### src/rtl/coax_spi_pkg.sv
// coax_spi_pkg: command codes, FSM states and status byte layout for coax_spi_control.
package coax_spi_pkg;

    localparam logic [7:0] CMD_STATUS = 8'h01;
    localparam logic [7:0] CMD_RESET  = 8'h03;
    localparam logic [7:0] CMD_RX     = 8'h05;
    localparam logic [7:0] CMD_TX     = 8'h06;

    typedef enum logic [2:0] {
        ST_IDLE    = 3'd0,
        ST_STATUS  = 3'd1,
        ST_RX_HI   = 3'd2,
        ST_RX_LO   = 3'd3,
        ST_TX_HI   = 3'd4,
        ST_TX_LO   = 3'd5,
        ST_DISCARD = 3'd6
    } state_e;

    localparam int STAT_RX_ACTIVE = 7;
    localparam int STAT_ERR       = 6;
    localparam int STAT_RX_EMPTY  = 5;
    localparam int STAT_TX_FULL   = 4;

    function automatic logic [7:0] status_byte(input logic rx_active, input logic err,
                                               input logic rx_empty, input logic full,
                                               input logic [3:0] version);
        logic [7:0] s;
        s                 = {4'd0, version};
        s[STAT_RX_ACTIVE] = rx_active;
        s[STAT_ERR]       = err;
        s[STAT_RX_EMPTY]  = rx_empty;
        s[STAT_TX_FULL]   = full;
        return s;
    endfunction

endpackage

### src/rtl/coax_spi_control_word_framer.sv
// coax_spi_word_framer: packs coax words into SPI hi/lo bytes and assembles TX words from byte pairs.
module coax_spi_word_framer #(
    parameter int DATA_WIDTH = 10
) (
    input  logic [DATA_WIDTH-1:0] word,
    input  logic                  wempty,
    input  logic                  err,
    input  logic [7:0]            tx_hi,
    input  logic [7:0]            tx_lo,
    output logic [7:0]            hi_byte,
    output logic [7:0]            lo_byte,
    output logic [DATA_WIDTH-1:0] tx_word
);

    // an empty FIFO head carries no data: both bytes report zero payload
    assign hi_byte = {wempty, err, wempty ? 6'd0 : 6'(word >> 8)};
    assign lo_byte = wempty ? 8'd0 : word[7:0];
    assign tx_word = DATA_WIDTH'({tx_hi, tx_lo});

endmodule

### src/rtl/coax_spi_control.sv
// coax_spi_control: SPI command decoder framing coax RX/TX FIFO words as byte pairs,
// with status readback, sticky error/overflow flags and a soft-reset command.
module coax_spi_control
    import coax_spi_pkg::*;
#(
    parameter int         DATA_WIDTH     = 10,
    parameter logic [3:0] STATUS_VERSION = 4'h2
) (
    input  logic                  clk,
    input  logic                  reset_n,
    input  logic                  spi_cs,
    input  logic [7:0]            spi_rx_data,
    input  logic                  spi_rx_strobe,
    output logic [7:0]            spi_tx_data,
    input  logic                  rx_active,
    input  logic                  rx_error,
    input  logic [DATA_WIDTH-1:0] rx_data,
    input  logic                  rx_empty,
    output logic                  rx_read,
    output logic [DATA_WIDTH-1:0] tx_data,
    output logic                  tx_load,
    input  logic                  tx_full,
    output logic                  soft_reset
);

    state_e                state;
    logic [DATA_WIDTH-1:0] word_q;
    logic                  wempty_q;
    logic                  err_flag;
    logic                  ovf_flag;
    logic [7:0]            tx_hi_q;
    logic [DATA_WIDTH-1:0] fr_word;
    logic                  fr_empty;
    logic [7:0]            hi_byte;
    logic [7:0]            lo_byte;
    logic [DATA_WIDTH-1:0] tx_word;
    logic [7:0]            status;

    // the framer sees the latched word while its lo byte goes out, otherwise the live FIFO head
    assign fr_word  = (state == ST_RX_LO) ? word_q : rx_data;
    assign fr_empty = (state == ST_RX_LO) ? wempty_q : rx_empty;
    // overflow is reported on the tx_full bit so a dropped word stays visible until read
    assign status   = status_byte(rx_active, err_flag, rx_empty, tx_full | ovf_flag, STATUS_VERSION);

    coax_spi_word_framer #(.DATA_WIDTH(DATA_WIDTH)) u_framer (
        .word    (fr_word),
        .wempty  (fr_empty),
        .err     (err_flag),
        .tx_hi   (tx_hi_q),
        .tx_lo   (spi_rx_data),
        .hi_byte (hi_byte),
        .lo_byte (lo_byte),
        .tx_word (tx_word)
    );

    always_ff @(posedge clk or negedge reset_n) begin
        if (!reset_n) begin
            state       <= ST_IDLE;
            spi_tx_data <= 8'd0;
            rx_read     <= 1'b0;
            tx_load     <= 1'b0;
            tx_data     <= '0;
            soft_reset  <= 1'b0;
            word_q      <= '0;
            wempty_q    <= 1'b1;
            err_flag    <= 1'b0;
            ovf_flag    <= 1'b0;
            tx_hi_q     <= 8'd0;
        end else begin
            rx_read    <= 1'b0;
            tx_load    <= 1'b0;
            soft_reset <= 1'b0;
            err_flag   <= err_flag | rx_error;
            if (spi_cs) begin
                state       <= ST_IDLE;
                spi_tx_data <= 8'd0;
            end else if (spi_rx_strobe) begin
                spi_tx_data <= 8'd0;
                case (state)
                    ST_IDLE: begin
                        case (spi_rx_data)
                            CMD_STATUS: begin
                                spi_tx_data <= status;
                                err_flag    <= rx_error;
                                ovf_flag    <= 1'b0;
                                state       <= ST_STATUS;
                            end
                            CMD_RESET: begin
                                soft_reset <= 1'b1;
                                err_flag   <= rx_error;
                                ovf_flag   <= 1'b0;
                                state      <= ST_DISCARD;
                            end
                            CMD_RX: begin
                                word_q      <= rx_data;
                                wempty_q    <= rx_empty;
                                spi_tx_data <= hi_byte;
                                state       <= ST_RX_LO;
                            end
                            CMD_TX:  state <= ST_TX_HI;
                            default: state <= ST_DISCARD;
                        endcase
                    end
                    ST_RX_HI: begin
                        word_q      <= rx_data;
                        wempty_q    <= rx_empty;
                        spi_tx_data <= hi_byte;
                        state       <= ST_RX_LO;
                    end
                    ST_RX_LO: begin
                        spi_tx_data <= lo_byte;
                        rx_read     <= !wempty_q;
                        state       <= ST_RX_HI;
                    end
                    ST_TX_HI: begin
                        tx_hi_q <= spi_rx_data;
                        state   <= ST_TX_LO;
                    end
                    ST_TX_LO: begin
                        if (tx_full) begin
                            ovf_flag <= 1'b1;
                        end else begin
                            tx_data <= tx_word;
                            tx_load <= 1'b1;
                        end
                        state <= ST_TX_HI;
                    end
                    default: state <= state;
                endcase
            end
        end
    end

endmodule

### config.mk
export PLATFORM = sky130hd
export DESIGN_NAME = coax_spi_control
export DESIGN_NICKNAME = d
export VERILOG_FILES = /design/src/rtl/coax_spi_pkg.sv /design/src/rtl/coax_spi_control_word_framer.sv /design/src/rtl/coax_spi_control.sv
export SDC_FILE = /design/constraint.sdc
export NUM_CORES = 1
export LEC_CHECK = 0
export BUFFER_PORTS_ARGS = -buffer_cell sky130_fd_sc_hd__buf_4
export CORE_ASPECT_RATIO = 1.4
export CORE_MARGIN = 4
export CORE_UTILIZATION = 45
export DETAILED_ROUTE_END_ITERATION = 7
export HOLD_SLACK_MARGIN = 0.15
export PLACE_DENSITY = 0.7
export SLEW_MARGIN = 20
export SYNTH_ARGS = -nofsm -noshare
export SYNTH_HDL_FRONTEND = slang
export SYNTH_SLANG_ARGS = --single-unit
### constraint.sdc
create_clock -name clk -period 1.79 [get_ports clk]
set_input_delay 0 -clock clk [delete_from_list [all_inputs] [get_ports clk]]
set_output_delay 0 -clock clk [all_outputs]
set_load 0.02 [all_outputs]
==> results of run 1 <==
==> metrics by stage <==
stage	util	cell area (µm²)	hold WS, ns	total power (µW)	std cells
after floorplan	-	1677	-0.2956	1280	138
after global placement	0.5807	2097	-0.01703	1441	228
after detailed placement	0.5807	2097	-0.009662	1462	228
after CTS	0.6899	2491	0.2149	2366	262
after global routing	0.6920	2499	0.2398	2460	262
final	0.6920	2499	0.2145	2335	262
==> cells in the final DEF, fill, tap and decap left out, types with 2 or more instances in the layout <==
cell type	instances
a211o_1	2
a211oi_1	3
a21oi_1	8
a22o_1	3
a22oi_1	3
and2_1	2
and3_1	2
buf_4	56
bufinv_16	2
clkbuf_8	5
dfrtp_1	36
dlygate4sd3_1	26
inv_1	3
mux2_2	21
nand2_1	6
nand2b_1	2
nand3_1	2
nand3b_1	2
nor2_1	8
nor2_2	2
nor2b_1	4
nor3_1	2
==> worst min path at each step <==
stage                      to  cells past startpoint
6_report             state[0]                      2
5_1_grt              err_flag                      2
4_1_cts        spi_tx_data[4]                      2
3_5_place_dp   spi_tx_data[3]                      1
3_3_place_gp   spi_tx_data[3]                      1
2_1_floorplan        err_flag                      0
==> worst register-to-register path, cell delays in order, from the launching register on <==
cell and delay, ns:
dfrtp_1 0.41, or4b_4 0.56, nor2_2 0.15, buf_4 0.15
mux2_2 0.34
==> per-layer routing <==
metal / up-vias / wire length (µm)
met2: 53 / 2043
met1: 663 / 1524
met5: - / 0
met4: 0 / 74
met3: 8 / 289
li1: 664 / -
==> cell type report <==
| class | count | area (µm²) | share of cell area |
|---|---|---|---|
| Clock inverter | 3 | 65.06 | 0.02604 |
| Timing Repair Buffer | 82 | 680.7 | 0.2724 |
| Sequential cell | 37 | 927.1 | 0.3711 |
| Clock buffer | 5 | 68.82 | 0.02754 |
| Inverter | 3 | 11.26 | 0.004507 |
| Tap cell | 42 | 52.55 | 0.02103 |
| Multi-Input combinational cell | 90 | 693.2 | 0.2774 |
==> logic make-up after synthesis <==
group	Yosys count	share of synthesized area
buffers and inverters	11	0.03806
multiplexers	21	0.1410
flip-flops	37	0.5530
AO/OA/AOI/OAI	28	0.1194
AND/OR/NAND/NOR	41	0.1485
==> power groups by stage <==
| stage | registers (µW) | clock network [µW] | logic, µW |
|---|---|---|---|
| floorplan | 1080 | 0 | 199 |
| global route | 1070 | 911 | 480 |
| CTS | 1050 | 872 | 440 |
| finish | 1050 | 846 | 435 |
| global placement | 1060 | 0 | 380 |
| detailed placement | 1070 | 0 | 393 |
==> state kept, by name, summed over array words and instances, names as in the netlist, 2 cells and up <==
signal       cells
tx_data         10
spi_tx_data      8
word_q           8
tx_hi_q          2
state            3
==> timing repair <==
item                                    in CTS  in global routing
gates resized for setup                      0                  2
endpoints found under the setup margin       0                 10
hold buffers                                26                  0
endpoints found under the hold margin       69                  0
==> qor.txt, run 1 <==
# diodes - 0
Crit end category - flop
Maximum vdd drop - 0.8680 mV
# setup viols final - 0
Post CTS Setup Buffer Count - 0
P&R area growth vs syn - 49.03%
Met3 Resource Use GR - 0.06592
1st-pass router iterations - 4
CTS tree - yes
# port buffers - 46
Clock Sinks - 37
Reg clk slew, reported paths - 0.08 ns
Global routing usage on met1 - 0.2047
Worst EP required - 1.97 ns
Ys Warns - 0
Synth Cell Area - 1677 µm²
Die width - 59.59 µm
Post-synth EDFFs - 0
Reg2Reg Setup Slack - 0.05 ns
Global Route met2 Usage - 0.3206
Largest net degree at the start of global routing - 38
Remaining Overflow, GRT - 0
Post-Syn Nets - 164
Number of synthesized register bits - 37
Clock skew - 0.009343 ns
Max_cap viols - 0
Share of cells above drive strength 1 - 0.4227
Status - finished, final reports clean
Max incr delay on CP - 0.56 ns
Seq/Total Area, Yosys - 0.5530
FP Rows - 26
Hold Crit Class - in2async
Remaining DRCs - 0
DR WL/cell - 15.00 µm
Post-DP HPWL - 2834 µm
Setup TNS Final - 0 ns
Fmax - 571.5 MHz
First-pass GRT wire length - 6720 µm
Core area - 3611 µm²
DR vias - 1388
WP data arrival - 1.93 ns
Worst-path cell chain - dlygate4sd3_1 > buf_4 > or4_1 > nor2_2 > a211oi_1 > dlygate4sd3_1
CP startpoint - spi_rx_data[4]
Hold Vio Cnt, Final - 0
Worst path slowest cell - dlygate4sd3_1
Initial antenna violation count - 0
Gate Count Post-Synth - 138
Final max-slew violation count - 0
Setup ws final - 0.04023 ns
Setup CP Type - in2reg
CTS Buf Count - 5
CP Buf/Inv Count - 3
Worst-Margin Slew - 0.4906 ns
Yosys cell types - 40
CTS HTree Levels - 2
Initial drt markers - 35
Chip height - 80.22 µm
Crit path launch type - input port
Unrepaired setup endpoints after global routing - false
R2R depth - 4
Nets@finish - 245
Worst skew pair latency - 0.29 ns
Crit-path most repeated cell - dlygate4sd3_1
Delay-heaviest family, CP - buffers and inverters
CTS Buffer Depth - 2
Seq pwr share - 0.452
Gpl congestion - 0.8592
Synth cell count leaders - dfrtp_1, mux2_2, nor2_1, a21oi_1, nand2_1
Vias per cell - 5.298
Internal power - 1783 µW
Top Usage Layer GRT - met2
Asr flop ratio synth - 1.000
Ys flop type - dfrtp_1
Clk network pwr share - 0.362
DP Worst Slack - 0.07591 ns
Crit-path max FO - 3
Drt total wl - 3931 µm
Worst path depth - 6
Switching power - 552.3 µW
Setup crit end - state[1]
Vias in the first global route - 1472
Logic pwr share - 0.186
Filler cell count - 267
Cell accounting for the most synthesized area - dfrtp_1
CTS root buffer - clkbuf_8
Ranking of synthesized cells by area - dfrtp_1, mux2_2, a21oi_1
RR Startpoint - state[0]
RR Endpoint - word_q[4]
GRT Resource Usage Total - 0.1874
Max_slew headroom - 0.6718
Yosys top cell area share - 0.5373
ANT nets after route - 0
Leakage - 0.001225 µW
Initial Utilization - 0.4643
Syn_area_per_cell - 12.15 µm²
Switching portion of total power - 0.2365
Count leader, synth - dfrtp_1
I/O pins - 47
P per Cell Area - 934.7 nW/µm²
Final min period - 1.750 ns
Period utilisation layout - 0.9775
Die area - 4780 µm²
No activity file was read; power rests on OpenSTA's default activity.
==> run 2, diff against run 1 <==
--- a/config.mk
+++ b/config.mk
@@ -7,11 +7,11 @@
 export LEC_CHECK = 0
 export BUFFER_PORTS_ARGS = -buffer_cell sky130_fd_sc_hd__buf_4
 export CORE_ASPECT_RATIO = 1.4
-export CORE_MARGIN = 4
 export CORE_UTILIZATION = 45
 export DETAILED_ROUTE_END_ITERATION = 7
 export HOLD_SLACK_MARGIN = 0.15
 export PLACE_DENSITY = 0.7
+export REMOVE_ABC_BUFFERS = 1
 export SLEW_MARGIN = 20
 export SYNTH_ARGS = -nofsm -noshare
 export SYNTH_HDL_FRONTEND = slang
==> run 2 against run 1 <==
Effect of this change: critical path depth unchanged; sequential cell count unchanged; sequential power about the same; setup slack improved by 0.0076 ns; design area decreased by 0.65%.
==> qor.txt, run 2 (synthesis gave the netlist of run 1 again) <==
First-pass GRT wire length - 6182 µm (-8.0%)
Seq pwr share - 0.471 (+0.019)
Fmax - 574.0 MHz (+0.44%)
Logic pwr share - 0.196 (+0.010)
Clock skew - 0.005080 ns (-0.004263 ns)
Die width - 53.59 µm (-10%)
# port buffers - 46 (unchanged)
Worst skew pair latency - 0.29 ns (about the same)
Max_slew headroom - 0.6596 (-0.01214)
Clk network pwr share - 0.333 (-0.029)
CTS Buffer Depth - 2 (unchanged)
Crit end category - flop
Gpl congestion - 0.8073 (-6.0%)
GRT Resource Usage Total - 0.2174 (+0.02994)
RR Endpoint - word_q[7]
Initial antenna violation count - 0 (unchanged)
FP Rows - 25 (-3.8%)
Setup crit end - state[1]
Most common cell after layout, fill and taps aside - buf_4
Core area - 3472 µm² (-3.8%)
CTS Buf Count - 5 (unchanged)
Post CTS Setup Buffer Count - 0 (unchanged)
Chip height - 74.22 µm (-7.5%)
Unrepaired setup endpoints after global routing - false
Hold_ws - 0.1999 ns (-0.01469 ns)
Crit path launch type - input port
P per Cell Area - 902.5 nW/µm² (-3.4%)
Internal power - 1683 µW (-5.6%)
RR Startpoint - state[0]
Clock Sinks - 37 (unchanged)
Remaining DRCs - 0 (unchanged)
Final min period - 1.742 ns (-0.007627 ns)
Number of flip-flops in the largest register - 10 (unchanged)
CP startpoint - spi_rx_data[4]
Leakage - 0.001211 µW (-1.1%)
Remaining Overflow, GRT - 0 (unchanged)
Most frequent cells in the layout - buf_4, dfrtp_1, dlygate4sd3_1
CTS root buffer - clkbuf_8
Setup CP Type - in2reg
Hold Crit Class - in2async
DR vias - 1373 (-1.1%)
Share of cells above drive strength 1 - 0.4155 (-0.007202)
Filler cell count - 244 (-8.6%)
Vias per cell - 5.301 (about the same)
Period utilisation layout - 0.9733 (-0.004261)
DR WL/cell - 14.98 µm (-0.15%)
CTS HTree Levels - 2 (unchanged)
Vias in the first global route - 1454 (-1.2%)
P&R area growth vs syn - 48.06%
Die area - 3977 µm² (-17%)
Switching power - 557.0 µW (+0.85%)
Post-DP HPWL - 2732 µm (-3.6%)
Hold Vio Cnt, Final - 0 (unchanged)
Initial Utilization - 0.4829 (+0.01857)
I/O pins - 47 (unchanged)
Top Registers - tx_data: 10 flops, spi_tx_data: 8 flops, word_q: 8 flops
# setup viols final - 0 (unchanged)
Biggest register - tx_data
Status - finished, final reports clean
# diodes - 0 (unchanged)
Initial drt markers - 26 (-26%)
Reg2Reg Setup Slack - 0.06 ns (about the same)
Dpl cells - 225 (-1.3%)
Nets@finish - 244 (-0.41%)
Crit-path max FO - 3 (unchanged)
Max_cap viols - 0 (unchanged)
Final max-slew violation count - 0 (unchanged)
Maximum vdd drop - 0.7858 mV (-9.5%)
ANT nets after route - 0 (unchanged)
Reg clk slew, reported paths - 0.07 ns (about the same)
1st-pass router iterations - 4 (unchanged)
WP data arrival - 1.91 ns (-0.02 ns)
Worst EP required - 1.96 ns (about the same)
R2R depth - 4 (unchanged)
Worst-Margin Slew - 0.5087 ns (+0.01815 ns)
Largest net degree at the start of global routing - 38 (unchanged)
Drt total wl - 3880 µm (-1.3%)
Final cell count without fillers - 259 (-1.1%)
Switching portion of total power - 0.2486 (+0.01213)
CTS tree - yes
==> run 2: cell types whose count changed in the layout (fill, tap and decap cells not counted), sizes merged <==
| cell | before | now |
|---|---|---|
| clkinvlp | 0 | 1 |
| clkbuf | 5 | 6 |
| clkinv | 1 | 0 |
| bufinv | 2 | 1 |
| buf | 56 | 55 |
==> run 2: worst min-delay path by stage <==
| stage | end | slack [ns] | cells past startpoint |
|---|---|---|---|
| 6_report | spi_tx_data[2] | 0.20 | 2 |
| 5_1_grt | soft_reset | 0.24 | 2 |
| 4_1_cts | soft_reset | 0.22 | 2 |
| 3_5_place_dp | spi_tx_data[2] | -0.01 | 1 |
| 3_3_place_gp | word_q[2] | -0.02 | 1 |
| 2_1_floorplan | err_flag | -0.30 | 0 |
==> run 2: power groups by stage <==
stage	Sequential, µW	Clock [µW]	Combinational, µW
2_1_floorplan	1090	0	174
3_3_place_gp	1060	0	379
3_5_place_dp	1070	0	395
4_1_cts	1060	759	442
5_1_grt	1070	797	476
6_report	1060	746	438
==> run 2: stage by stage <==
step | util | instance area [µm²] | power (µW) | worst slack, ns | setup TNS [ns]
after floorplan | - | 1624 | 1266 | -0.1505 | -1.970
after global placement | 0.6047 | 2100 | 1440 | 0.1071 | 0
after detailed placement | 0.6047 | 2100 | 1464 | 0.06676 | 0
after CTS | 0.7142 | 2480 | 2256 | 0.01715 | 0
after global routing | 0.7150 | 2482 | 2344 | 0.002394 | 0
final | 0.7150 | 2482 | 2240 | 0.04786 | 0
==> run 2: final cells by class <==
type                    instances  area (µm²)  area share
flip-flops and latches         37       927.1      0.3735
multi-input cells              90       688.2      0.2772
repair buffers                 81       685.7      0.2762
clock buffers                   6       82.58     0.03327
well taps                      40       50.05     0.02016
clock inverters                 2       37.54     0.01512
inverters                       3       11.26    0.004536
==> run 2: worst max-delay path: stages <==
cell           delay [ns]
dlygate4sd3_1        0.53
buf_4                0.14
or4_1                0.48
nor2_2               0.13
a211oi_1             0.08
dlygate4sd3_1        0.56
==> run 2: per-layer routing <==
metal,wire length (µm),GRT usage,vias to the layer above
met5,0,0,-
met1,1593,0.2304,664
met3,161,0.05930,5
li1,-,-,658
met4,53,0.07895,0
met2,2072,0.3986,46
==> run 2: repair_timing <==
item,in CTS,in global routing
hold buffers,26,0
endpoints found under the hold margin,69,0
endpoints found under the setup margin,0,1
resized for setup,0,1
